==> src/rtl/dmem_access.sv <==
// Data-memory access unit for the MEM stage: issues one load or store per
// request, holds the pipeline while the memory is busy, and aligns load data.
module dmem_access (
  input  logic        clk,
  input  logic        rst,
  input  logic        req_valid,
  input  logic        req_read,
  input  logic        req_write,
  input  logic [2:0]  funct3,
  input  logic [31:0] addr,
  input  logic [31:0] wdata,
  output logic        dmem_read,
  output logic        dmem_write,
  output logic [31:0] dmem_address,
  output logic [31:0] dmem_wdata,
  output logic [3:0]  dmem_mbe,
  input  logic        dmem_resp,
  input  logic [31:0] dmem_rdata,
  output logic        stall,
  output logic [31:0] mdr_out,
  output logic [3:0]  rmask,
  output logic [3:0]  wmask,
  output logic        misaligned
);

  localparam logic [1:0] IDLE = 2'd0;
  localparam logic [1:0] BUSY = 2'd1;
  localparam logic [1:0] DONE = 2'd2;

  logic [1:0]  state_q, state_d;
  logic        read_q, write_q;
  logic [31:0] address_q, wdata_q, mdr_q;
  logic [3:0]  mbe_q, rmask_q, wmask_q;
  logic [2:0]  funct3_q;
  logic [1:0]  off_q;

  logic        is_half, is_word, align_err, accept, complete;
  logic [3:0]  req_mbe;
  logic [31:0] req_wdata, lane_word, load_data;

  // funct3[1:0]: 00 byte, 01 half, 1x word; funct3[2] selects zero-extension.
  assign is_half   = (funct3[1:0] == 2'b01);
  assign is_word   = funct3[1];
  assign align_err = (is_word & (addr[1:0] != 2'b00)) | (is_half & addr[0]);

  // A simultaneous read and write is not a legal access and is trapped.
  assign misaligned = req_valid &
                      ((req_read & req_write) | ((req_read | req_write) & align_err));

  assign accept   = (state_q == IDLE) & req_valid & (req_read ^ req_write) & ~misaligned;
  assign complete = (state_q == BUSY) & dmem_resp;
  assign stall    = (state_q == BUSY) | accept;

  always_comb begin
    // NOTE: every output of a combinational block gets a default first so no path infers a latch.
    req_mbe   = 4'b1111;
    req_wdata = wdata;
    case (funct3[1:0])
      2'b00: begin
        req_mbe   = 4'b0001 << addr[1:0];
        req_wdata = {4{wdata[7:0]}};
      end
      2'b01: begin
        req_mbe   = 4'b0011 << {addr[1], 1'b0};
        req_wdata = {2{wdata[15:0]}};
      end
      default: ;
    endcase
  end

  // Load lane extraction uses the latched offset so addr may move while BUSY.
  assign lane_word = dmem_rdata >> {off_q, 3'b000};

  always_comb begin
    load_data = dmem_rdata;
    case (funct3_q)
      3'b000:  load_data = {{24{lane_word[7]}}, lane_word[7:0]};
      3'b001:  load_data = {{16{lane_word[15]}}, lane_word[15:0]};
      3'b100:  load_data = {24'h0, lane_word[7:0]};
      3'b101:  load_data = {16'h0, lane_word[15:0]};
      default: ;
    endcase
  end

  always_comb begin
    state_d = state_q;
    case (state_q)
      IDLE:    if (accept)    state_d = BUSY;
      BUSY:    if (dmem_resp) state_d = DONE;
      DONE:                   state_d = IDLE;
      default:                state_d = IDLE;
    endcase
  end

  // NOTE: sequential state uses non-blocking assignments so every register samples pre-edge values.
  always_ff @(posedge clk) begin
    if (rst) begin
      state_q   <= IDLE;
      read_q    <= 1'b0;
      write_q   <= 1'b0;
      address_q <= 32'h0;
      wdata_q   <= 32'h0;
      mbe_q     <= 4'h0;
      funct3_q  <= 3'h0;
      off_q     <= 2'h0;
      mdr_q     <= 32'h0;
      rmask_q   <= 4'h0;
      wmask_q   <= 4'h0;
    end else begin
      state_q <= state_d;
      if (accept) begin
        read_q    <= req_read;
        write_q   <= req_write;
        address_q <= {addr[31:2], 2'b00};
        wdata_q   <= req_wdata;
        mbe_q     <= req_mbe;
        funct3_q  <= funct3;
        off_q     <= addr[1:0];
      end
      if (complete) begin
        read_q  <= 1'b0;
        write_q <= 1'b0;
        if (read_q) begin
          mdr_q   <= load_data;
          rmask_q <= mbe_q;
        end
        if (write_q) wmask_q <= mbe_q;
      end
    end
  end

  assign dmem_read    = read_q;
  assign dmem_write   = write_q;
  assign dmem_address = address_q;
  assign dmem_wdata   = wdata_q;
  assign dmem_mbe     = mbe_q;
  assign mdr_out      = mdr_q;
  assign rmask        = rmask_q;
  assign wmask        = wmask_q;

endmodule

==> config.mk <==
export PLATFORM = sky130hd
export DESIGN_NAME = dmem_access
export DESIGN_NICKNAME = d
export VERILOG_FILES = /design/src/rtl/dmem_access.sv
export SDC_FILE = /design/constraint.sdc
export NUM_CORES = 1
export LEC_CHECK = 0
export CORE_MARGIN = 3
export CORE_UTILIZATION = 25
export DETAILED_ROUTE_END_ITERATION = 10
export GPL_ROUTABILITY_DRIVEN = 0
export MAX_ROUTING_LAYER = met4
export SLEW_MARGIN = 30
export SYNTH_ARGS = -nofsm -noshare
export SYNTH_HDL_FRONTEND = slang
export SYNTH_SLANG_ARGS = --single-unit
export TNS_END_PERCENT = 30
==> constraint.sdc <==
create_clock -name clk -period 4.7 [get_ports clk]
set_input_delay 0.705 -clock clk [delete_from_list [all_inputs] [get_ports clk]]
set_output_delay 0.705 -clock clk [all_outputs]
set_load 0.03 [all_outputs]
==> flow_metrics.tcl, run 1 <==
set metrics [dict create \
    run_status "aborted with a tool error" \
    haltStage "detailed routing (5_2_route)" \
    firstError "[ERROR DRT-0255] Maze Route cannot find path of net clk in worker of routeBox ( 144900 96600 ) ( 152425 144900 )." \
    syn_area_mm2 0.005360 \
    cts_setup_buffers 0 \
    yosysTopAreaCell "dfxtp_1" \
    cts_buffer_depth 2 \
    async_flop_share_pct 0 \
    cts_hold_buf 0 \
    antenna_found_initial 0 \
    synthTopCellsByCount "115 x dfxtp_1, 92 x a21oi_1, 76 x o21ai_0" \
    yosysMostFrequentCell "dfxtp_1" \
    grt_pass1_wl_um 30570 \
    initial_core_util_pct 25.99 \
    post_dp_cell_area_mm2 0.007629 \
    grt_pass1_vias 5271 \
    io_pins 217 \
    die_x_um 152.4 \
    htreeDepth 4 \
    portBuffers 214 \
    synth_cell_type_count 44 \
    rows 52 \
    yosysTopAreaCellShare_pct 42.95 \
    die_h_um 152.4 \
    grt_usage_pct 16.95 \
    numCtsBuffers 17 \
    gr-total-overflow 0 \
    cts_resized 0 \
    synth-seq-area-share_pct 42.95 \
    cts.sinks 115 \
    synth_area_leaders "dfxtp_1 43%, a21oi_1 8.6%, o21ai_0 7.1%" \
    cts_root_buf "clkbuf_16" \
    synth-seq-cells 115 \
    place.detailed.hpwl_um 13370 \
    postSynthAreaPerCell_um2 8.481 \
    grt_max_degree 77 \
    ys_warn_count 0 \
    synthFlopType "dfxtp_1" \
    synth_edf_count 0 \
    netlist_instances 632 \
]
per-layer routing:
metal  GRT usage [%]
met1           22.89
met2           24.87
met4           3.818
met3           5.481
met5               -
through the flow:
step | std cells | setup WS (ps) | hold slack [ps]
2_1_floorplan | 633 | 2195 | 467.5
3_3_place_gp | 1063 | 1497 | 442.7
3_5_place_dp | 1063 | 1461 | 447.7
4_1_cts | 1095 | 1461 | 455.7
5_1_grt | 1095 | 1381 | 479.1
kinds of logic after synthesis:
family	synth area share, %
mux	7.960
compound gates	27.66
flops	42.95
fa+ha+maj	0.4668
other cells	0.06996
simple gates	14.57
buf+inv	6.326
==> inputs of run 2 (changes only) <==
- CORE_UTILIZATION: 25 -> 20
- MAX_ROUTING_LAYER: met4 -> not set
- PLACE_DENSITY_LB_ADDON: not set -> 0.15
==> run 2 against run 1 <==
The flow now finishes without violations. Global-route usage fell by 2.2 points. Synthesized cell count unchanged. Area after synthesis unchanged.
==> flow_metrics.tcl, run 2 <==
set metrics [dict create \
    worstReg2RegEnd "mdr_out[25]" \
    ys_warn_count 0 \
    firstDrtPassIters 5 \
    dieArea_mm2 0.02880 \
    finalHoldWorstSlack_ps 454.1 \
    slew_headroom_pct 44.81 \
    min_from "rmask[3]" \
    yosysTopAreaCell "dfxtp_1" \
    vias 5447 \
    hp-class "flop to flop" \
    clkPwrFrac_pct 46.2 \
    grt_setup_unrepaired "false" \
    cts_setup_buffers 0 \
    areaGrowthSynthToFinish_pct 54.58 \
    routedWlPerCell_um 18.61 \
    io_pins 217 \
    fin_worst_skew_ps 10.24 \
    synth-seq-cells 115 \
    yosysTopAreaCellShare_pct 42.95 \
    reg2reg_depth 4 \
    worstPathArrival_ps 2730 \
    crit_path_max_fanout 15 \
    via_per_inst 4.696 \
    ant_nets 0 \
    cts_resized 0 \
    cap_viol_max_count 0 \
    finalPower_mw 2.761 \
    hold_path_depth 2 \
    power_frac_seq_pct 37.3 \
    postSynthAreaPerCell_um2 8.481 \
    end_kind "output pin" \
    rrSetupSlack_ps 2490 \
    rows 59 \
    synthFlopType "dfxtp_1" \
    p_int_mw 1.944 \
    final_nets 919 \
    fin_area_mm2 0.008285 \
    p_leak_nw 2.708 \
    diodes 0 \
    initial_core_util_pct 20.45 \
    grt_usage_pct 14.73 \
    worst_path_max_delay_cell "clkdlybuf4s50_1" \
    place.detailed.hpwl_um 14700 \
    htreeDepth 4 \
    path_clk_slew_ps 60 \
    die_h_um 169.7 \
    power_switching_mw 0.8168 \
    synth_area_leaders "dfxtp_1 43%, a21oi_1 8.6%, o21ai_0 7.1%" \
    hold_viol 0 \
    drt_iter0_markers 314 \
    cts_hold_buf 0 \
    numCtsBuffers 17 \
    cts_root_buf "clkbuf_16" \
    route.detailed.drc 0 \
    cts.sinks 115 \
    synthTopCellsByCount "115 x dfxtp_1, 92 x a21oi_1, 76 x o21ai_0" \
    portBuffers 214 \
    synth_edf_count 0 \
    antenna_found_initial 0 \
    peakVddDrop_v 0.0001487 \
    gr-total-overflow 0 \
    startpoint_type "primary input" \
    power.share.switching_pct 29.59 \
    cellPowerDensity_mw_per_mm2 333.2 \
    post_dp_cell_area_mm2 0.007712 \
    yosysMostFrequentCell "dfxtp_1" \
    drive_gt1_share_pct 8.242 \
    combinationalPowerShare_pct 16.4 \
    final_cells 1160 \
    syn_area_mm2 0.005360 \
    cp_data_required_time_ps 3990 \
    coreArea_mm2 0.02621 \
    cts_tree "built" \
    r2r_start "off_q[1]" \
    async_flop_share_pct 0 \
    fmax_ghz 0.2907 \
    grt_pass1_wl_um 33020 \
    path_class "primary input to output pin" \
    netlist_instances 632 \
    finalSetupViolCount 0 \
    fillers 2773 \
    dpl.cell_count 1128 \
    fin_crit_ps 3440 \
    path_cells "clkdlybuf4s50_1, buf_4, nand2_1, a21oi_4, o21a_1, clkdlybuf4s50_1" \
    worstMarginPinSlew_ps 827.9 \
    routed_wl_um 21590 \
    crit_top_cell "clkdlybuf4s50_1" \
    fin_crit_sh_pct 73.18 \
    final_cell_mix "212 x clkdlybuf4s50_1, 115 x dfxtp_1, 92 x a21oi_1, 76 x o21ai_0, 54 x nand2_1" \
    run_status "completed" \
    synth_cell_type_count 44 \
    grt_max_degree 84 \
    fin_tns_setup_ps 0 \
    min_to "rmask[3]" \
    cts_buffer_depth 2 \
    clk_latency_ps 420 \
    worst_path_largest_cell_delay_ps 670 \
    grt_pass1_vias 5368 \
    synth-seq-area-share_pct 42.95 \
    die_x_um 169.7 \
    final_common_cell "clkdlybuf4s50_1" \
    maxSlewViolCount 0 \
]
==> run 2: cell counts after synthesis <==
Identical to the previous run, type by type.
==> run 2: how the worst max path moves through the flow <==
stage	end	from	slack, ps
after global routing	misaligned	funct3[1]	1150
after floorplan	stall	req_read	2190
final	misaligned	funct3[1]	1260
after CTS	misaligned	funct3[1]	1240
after detailed placement	misaligned	funct3[1]	1250
after global placement	misaligned	funct3[1]	1250
==> run 2: logic make-up after synthesis <==
group / Yosys count / share of synthesized area [%]
other cells: 1 / 0.06996
buf+inv: 70 / 6.326
mux: 41 / 7.960
fa+ha+maj: 2 / 0.4668
simple gates: 165 / 14.57
flops: 115 / 42.95
compound gates: 238 / 27.66
==> run 2: critical path, delay by kind of cell <==
kind | cells | cell delay [ps]
buf+inv | 3 | 1370
compound gates | 2 | 510
simple gates | 1 | 150
==> run 2: metrics by stage <==
| step | util, % | setup WS [ps] |
|---|---|---|
| 6_report | 31.62 | 1260 |
| 5_1_grt | 31.62 | 1147 |
| 4_1_cts | 31.60 | 1243 |
| 3_5_place_dp | 29.43 | 1255 |
| 3_3_place_gp | 29.43 | 1250 |
| 2_1_floorplan | - | 2195 |
==> run 2: cell type report <==
cell class,count,area (um2),share of cell area (%)
inverter,3,11.26,0.1359
sequential,115,2302,27.79
timing repair buffer,227,2251,27.17
clock buffer,17,425.4,5.134
tap,335,419.2,5.059
multi-input combinational,448,2733,32.98
clock inverter,15,143.9,1.737
==> run 2: per-layer routing <==
layer  track usage (%)  share of wire [%]
met1             20.71                 48
met2             21.21                 43
met3             5.986                8.6
met4             3.023               0.61
met5                 0                  0
==> run 2: power groups by stage <==
stage / sequential (mW) / clock [mW] / combinational, mW
final: 1.03 / 1.28 / 0.454
after floorplan: 1.10 / 0 / 0.182
after CTS: 1.03 / 1.32 / 0.459
after detailed placement: 1.05 / 0 / 0.457
after global routing: 1.03 / 1.36 / 0.491
after global placement: 1.05 / 0 / 0.459
No activity file was read; power rests on OpenSTA's default activity.
